`src/rtl/cache_arbiter.sv`:
```
// Two-port arbiter between the I-cache and D-cache miss ports and a single
// shared cacheline memory port; alternates grants under contention.
module cache_arbiter #(
  parameter int ADDR_W = 32,
  parameter int LINE_W = 256
) (
  input  logic              clk,
  input  logic              rst_n,
  input  logic              i_read,
  input  logic [ADDR_W-1:0] i_address,
  output logic [LINE_W-1:0] i_rdata,
  output logic              i_resp,
  input  logic              d_read,
  input  logic              d_write,
  input  logic [ADDR_W-1:0] d_address,
  input  logic [LINE_W-1:0] d_wdata,
  output logic [LINE_W-1:0] d_rdata,
  output logic              d_resp,
  output logic              mem_read,
  output logic              mem_write,
  output logic [ADDR_W-1:0] mem_address,
  output logic [LINE_W-1:0] mem_wdata,
  input  logic [LINE_W-1:0] mem_rdata,
  input  logic              mem_resp
);

  typedef enum logic [2:0] {
    IDLE,
    SERVE_I,
    SERVE_D,
    RESP_I,
    RESP_D
  } state_t;

  localparam logic [ADDR_W-1:0] OFFSET_MASK = ADDR_W'(31);

  state_t              r_state;
  state_t              w_next;
  logic                r_last_d;
  logic                r_mem_read;
  logic                r_mem_write;
  logic [ADDR_W-1:0]   r_mem_address;
  logic [LINE_W-1:0]   r_mem_wdata;
  logic [LINE_W-1:0]   r_i_line;
  logic [LINE_W-1:0]   r_d_line;

  logic w_i_req;
  logic w_d_req;
  logic w_grant_i;
  logic w_grant_d;

  assign w_i_req = i_read;
  assign w_d_req = d_read | d_write;

  // Under contention the port that did not win last time gets the grant.
  assign w_grant_i = (r_state == IDLE) & w_i_req & (~w_d_req | r_last_d);
  assign w_grant_d = (r_state == IDLE) & w_d_req & (~w_i_req | ~r_last_d);

  // NOTE: state is updated with non-blocking assignments so every flop
  // samples pre-edge values regardless of process evaluation order.
  always_ff @(posedge clk or negedge rst_n) begin
    if (!rst_n) begin
      r_state <= IDLE;
    end else begin
      r_state <= w_next;
    end
  end

  // NOTE: the next-state value gets a default first so no path through the
  // case leaves it unassigned, which would infer a latch.
  always_comb begin
    w_next = r_state;
    case (r_state)
      IDLE: begin
        if (w_grant_i) begin
          w_next = SERVE_I;
        end else if (w_grant_d) begin
          w_next = SERVE_D;
        end
      end
      SERVE_I: if (mem_resp) w_next = RESP_I;
      SERVE_D: if (mem_resp) w_next = RESP_D;
      RESP_I:  w_next = IDLE;
      RESP_D:  w_next = IDLE;
      default: w_next = IDLE;
    endcase
  end

  always_comb begin
    i_resp = 1'b0;
    d_resp = 1'b0;
    case (r_state)
      RESP_I:  i_resp = 1'b1;
      RESP_D:  d_resp = 1'b1;
      default: ;
    endcase
  end

  // NOTE: the line buffers are plain registers, so they are cleared by reset
  // like any other state; nothing here is a RAM macro that cannot be reset.
  always_ff @(posedge clk or negedge rst_n) begin
    if (!rst_n) begin
      r_last_d      <= 1'b0;
      r_mem_read    <= 1'b0;
      r_mem_write   <= 1'b0;
      r_mem_address <= '0;
      r_mem_wdata   <= '0;
      r_i_line      <= '0;
      r_d_line      <= '0;
    end else begin
      case (r_state)
        IDLE: begin
          if (w_grant_i) begin
            r_last_d      <= 1'b0;
            r_mem_read    <= 1'b1;
            r_mem_write   <= 1'b0;
            r_mem_address <= i_address & ~OFFSET_MASK;
          end else if (w_grant_d) begin
            r_last_d      <= 1'b1;
            r_mem_read    <= d_read & ~d_write;
            r_mem_write   <= d_write;
            r_mem_address <= d_address & ~OFFSET_MASK;
            r_mem_wdata   <= d_wdata;
          end
        end
        SERVE_I: begin
          if (mem_resp) begin
            r_mem_read  <= 1'b0;
            r_mem_write <= 1'b0;
            r_i_line    <= mem_rdata;
          end
        end
        SERVE_D: begin
          if (mem_resp) begin
            // A writeback completion carries no line, so the buffer keeps its value.
            if (r_mem_read) begin
              r_d_line <= mem_rdata;
            end
            r_mem_read  <= 1'b0;
            r_mem_write <= 1'b0;
          end
        end
        default: ;
      endcase
    end
  end

  assign mem_read    = r_mem_read;
  assign mem_write   = r_mem_write;
  assign mem_address = r_mem_address;
  assign mem_wdata   = r_mem_wdata;
  assign i_rdata     = r_i_line;
  assign d_rdata     = r_d_line;

endmodule

```
`config.mk`:
```
export PLATFORM = sky130hd
export DESIGN_NAME = cache_arbiter
export DESIGN_NICKNAME = d
export VERILOG_FILES = /design/src/rtl/cache_arbiter.sv
export SDC_FILE = /design/constraint.sdc
export NUM_CORES = 1
export LEC_CHECK = 0
export CAP_MARGIN = 20
export CORE_AREA = 2 2 532 534
export DETAILED_ROUTE_END_ITERATION = 8
export DIE_AREA = 0 0 534 536
export GPL_ROUTABILITY_DRIVEN = 0
export PLACE_DENSITY_LB_ADDON = 0.15
export SKIP_LAST_GASP = 1
export SLEW_MARGIN = 20
export SYNTH_ARGS = -nofsm -noshare
export SYNTH_HDL_FRONTEND = slang
export SYNTH_SLANG_ARGS = --single-unit
export TNS_END_PERCENT = 5
```
`constraint.sdc`:
```
create_clock -name clk -period 3 [get_ports clk]
set_input_delay 0.45 -clock clk [delete_from_list [all_inputs] [get_ports clk]]
set_output_delay 0.45 -clock clk [all_outputs]
set_load 0.03 [all_outputs]
```
# After elaboration in Yosys (flattened, before gate mapping)

Cells that the tools add are included.

Input bits: 582
Flip-flop bits (word level): 806
Output and inout bits: 804
Word-level logic and storage cells: 57

Bitwise operators: 13
Equality and inequality tests: 8
Reductions and logical operators: 10
Multiplexer cells: 18

Operators with widths:

| kind                                                  | number |
|---|---|
| 2-to-1 mux 32 bit                                     | 2 |
| 2-to-1 mux 3 bit                                      | 4 |
| AND reduction 3 bit                                   | 4 |
| 2-to-1 mux 1 bit                                      | 9 |
| case mux 3 bit (3 select lines)                       | 1 |
| equality test 3 x 2 -> 1 bit, second input constant   | 2 |
| AND 1 bit                                             | 5 |
| inverter 1 bit                                        | 5 |
| inequality test 2 bit, second input constant          | 2 |
| case mux 1 bit (2 select lines)                       | 2 |
| AND reduction 2 bit                                   | 2 |
| nonzero test 2 bit                                    | 2 |
| equality test 3 x 1 -> 1 bit, second input constant   | 1 |
| equality test 3 bit, second input constant            | 1 |
| logical NOT 3 bit                                     | 1 |
| inequality test 3 bit, second input constant          | 1 |
| bitwise OR 1 bit                                      | 3 |
| inequality test 2 x 1 -> 1 bit, second input constant | 1 |
| OR reduction 2 bit                                    | 1 |

# Longest topological paths before layout

Depth in word-level cells: 6
Mapped depth: 6

# Least setup slack after synthesis

No wires, ideal clock.

Path type: reg2reg
Start: register r_state[0]
End: register r_mem_wdata[0] (netlist: mem_wdata[0])
Path buffers: 3
Data arrival time: 1.587 ns
Cell stages (with the launch flop): 7
Data required time: 2.875 ns
Clock period less this slack: 1.712 ns
Path slack: 1.288 ns
Path through: dfrtp_1 -> nor3_2 -> and2_1 -> buf_4 -> buf_6 -> buf_6 -> mux2_4

Word-level cells in the longest chain between the ends: 5

Ends and longest elaborated chain:

| element                           | RTL line    | text |
|---|---|---|
| start, declared                   | 37          | `state_t r_state;` |
| start signal, assigned            | 65          | `r_state <= w_next;` |
| logical NOT 3 bit (*)             | 56, 57, 111 |  |
| AND 1 bit (2 in a row)            | 56          | `assign w_grant_i = (r_state == IDLE) & w_i_req & (~w_d_req \| r_last_d);` |
| inverter 1 bit (no line)          | n/a         |  |
| AND reduction 3 bit (no line) (*) | n/a         |  |
| end signal, assigned              | 123         | `r_mem_wdata <= d_wdata;` |
| end, declared                     | 43          | `logic [LINE_W-1:0] r_mem_wdata;` |

Every way passes the cells marked *; elsewhere a longest branch is shown, timed or not.
A chain may end at the register's enable or synchronous reset.

# Worst setup path after layout

Start: register r_state[2]
End: output port i_resp

Word-level cells in the longest chain between the ends: 2

Ends and longest elaborated chain:

| element                      | RTL line | text |
|---|---|---|
| equality test 3 x 2 -> 1 bit | 92       | `case (r_state)` |
| 2-to-1 mux 1 bit             | 92       |  |
| end, declared                | 12       | `output logic i_resp,` |

No other way between the ends.

==> impl_metrics.csv <==
group,metric,value,unit
outcome,status,"finished, final reports clean",
synthesis,async_reset_ff_frac,1.00,
clock_network,cts_buffer_depth,4,
sta,hold_slack,0.240,ns
drt,ant_nets,0,
placement,dp_hpwl,139000,µm
synthesis,post_synth.cell_area_avg,17.4,µm²
sta,finalCritPeriodShare,0.950,
final_layout,final_cells,7075,
synthesis,synth-seq-cells,801,
global_route,grt_pass1_vias,23368,
final_layout,drive_above_1_share,0.244,
sta,drv_slew,0,
final_layout,regArea,0.0200,mm²
final_layout,final_common_cell,"clkdlybuf4s50_1",
worst_setup_path,cp.required,2.55,ns
worst_setup_path,slowest_stage,"clkdlybuf4s50_1",
floorplanning,io_pins,1386,
synthesis,yosysUniqueCellTypes,33,
global_route,grt_usage,0.115,
floorplanning,core,0.281,mm²
synthesis,ys_warn_count,0,
worst_setup_path,cp-start-kind,"flop",
global_route,grt-ovfl-total,0,
global_route,grt_max_degree,66,
floorplanning,floorplan.rows,195,
power,peakVddDrop,0.000526,V
worst_setup_path,slowest_delay,0.80,ns
sta,max_slew_margin,0.334,
drt,top_layer,"met5",
floorplanning,dieArea,0.286,mm²
sta,rsz0062_at_grt,"true",
clock_network,tritoncts,"done",
clock_network,htreeDepth,3,
min_path,hold_path_class,"input pin to flop",
drt,routed_wl,170000,µm
clock_network,clk_pin_slew,0.06,ns
final_layout,syn_to_final_growth,73.2,%
final_layout,nFillCells,30372,
sta,fmax,351,MHz
floorplanning,die_width,534,µm
worst_setup_path,worst_ep_arrival_time,2.40,ns
drt,wl_met1,65600,µm
power,powerDensity,1290,mW/mm²
drt,num_vias,21598,
sta,setup_violations,0,
clock_network,clock_sinks,801,
clock_network,post_cts_buffers,0,
sta,fin_crit,2.85,ns
power,power.total,67.9,mW
worst_setup_path,path_cells,"nand2b_1, nor2_1, clkdlybuf4s50_1",
flow_run,maxCapViolCount,0,
global_route,antenna_found_initial,99,
drt,dr.pass1.iters,4,
final_layout,multiInputGateArea,0.00960,mm²
drt,wl_met2,81300,µm
synthesis,ys.flop_type,"dfrtp_1",
synthesis,synthTopCellsByArea,"dfrtp_1 66%, mux2_2 17%, mux2_1 9.6%",
worst_setup_path,cp-end-kind,"output port",
floorplanning,initial_core_util,0.109,
worst_setup_path,worstSetupPathType,"flop to output port",
clock_network,clk_latency,0.80,ns
final_layout,final_nets,3801,
placement,portBuffers,1370,
synthesis,yosys.area.top_type,"dfrtp_1",
placement,dp.cells,6847,
sta,skew,0.0375,ns
synthesis,synth_top_area_frac,0.658,
clock_network,cts_made_buffers,112,
synthesis,syn_inst,1751,
global_route,grt_pass1_wl,224000,µm
synthesis,mappedNetlistArea,0.0305,mm²
clock_network,clockRootBuffer,"clkbuf_16",
synthesis,synth_edf_count,0,
drt,dr_wl_met3,19700,µm
sta,hold_viol_final,0,
drt,vias_per_cell,3.05,
drt,drt_iter0_markers,767,
worst_setup_path,crit_path_max_fanout,6,
final_layout,final_cell_mix,"1367 x clkdlybuf4s50_1, 801 x dfrtp_1, 459 x mux2_2",
sta,tightest_slew,1.00,ns
synthesis,seq_area_frac_synth,0.658,
power,leakagePower,20.8,nW
drt,drc,0,
floorplanning,die_y,536,µm
drt,wl_per_cell,24.0,µm
-- registers in the layout, summed over array words and instances (netlist names) --
name / flops
r_last_d: 1
d_rdata: 256
mem_write: 1
i_rdata: 256
mem_address: 27
r_state: 3
mem_wdata: 256
mem_read: 1
-- metal layers --
layer,track usage,up-vias
met1,0.129,10914
met5,0,-
met3,0.0602,273
met2,0.194,1067
li1,-,9272
met4,0.0209,72
-- cell families (layout without fill, tap and decap cells) --
family,after synthesis,after routing,synth area share
other cells,1,30,0.000123
flops,801,801,0.658
simple gates,42,42,0.0102
compound gates,35,35,0.0121
buf+inv,104,1656,0.0299
mux,768,768,0.290
-- through the flow --
step / TNS [ns] / setup WS, ns / utilization / area (µm²)
2_1_floorplan: 0 / 1.29 / - / 30500
3_5_place_dp: 0 / 0.202 / 0.174 / 49000
6_report: 0 / 0.149 / 0.188 / 52800
4_1_cts: 0 / 0.000581 / 0.188 / 52700
3_3_place_gp: 0 / 0.205 / 0.174 / 49000
5_1_grt: -0.0191 / -0.0191 / 0.188 / 52700
-- what timing repair did --
action,CTS,global route
gates resized for setup,0,1
hold endpoints to repair,25,0
hold buffers,1,0
setup endpoints to repair,0,2
-- final cells by class --
type / instances / share of cell area
Multi-Input combinational cell: 850 / 0.182
Sequential cell: 801 / 0.380
Antenna cell: 25 / 0.00119
Tap cell: 3743 / 0.0887
Inverter: 1 / 0.0000711
Clock inverter: 32 / 0.00631
Clock buffer: 170 / 0.0640
Timing Repair Buffer: 1453 / 0.278
-- synthesized netlist by cell type, types with 2 or more instances --
cell type  instances
buf_4             33
and2_1             2
buf_2             10
clkbuf_1           9
mux2_4            50
mux2_2           459
o221a_2           27
mux2_1           259
nand3b_1          27
nor2b_1            2
dfrtp_1          801
buf_6             51
-- where the power goes --
part	total (mW)	internal, mW	switching [mW]
clock network	13.5	8.08	5.44
registers	19.5	16.3	3.13
logic	35.0	15.0	20.0
total	67.9	39.4	28.6
-- final timing paths --
| path | from | endpoint | slack [ns] | cells after the start |
|---|---|---|---|---|
| hold / removal | d_wdata[12] | mem_wdata[12]$_DFFE_PN0P_ | 0.24 | 2 |
| hold reg to reg | i_rdata[222]$_DFFE_PN0P_ | i_rdata[222]$_DFFE_PN0P_ | 0.48 | 1 |
| setup reg to reg | r_state[2]$_DFFE_PN0P_ | d_rdata[37]$_DFFE_PN0P_ | 0.66 | 5 |
| max in group asynchronous | rst_n | mem_wdata[127]$_DFFE_PN0P_ | 1.66 | 4 |
| setup / recovery | r_state[2]$_DFFE_PN0P_ | i_resp | 0.15 | 3 |
| min in group asynchronous | rst_n | d_rdata[95]$_DFFE_PN0P_ | 0.33 | 2 |
-- critical path: cells and delay by family (launching register included) --
family,cells,cell delay [ns]
buffers and inverters,1,0.80
DFF,1,0.47
and+or+nand+nor,2,0.31
Note: power is estimated with default switching activity, not from simulation.
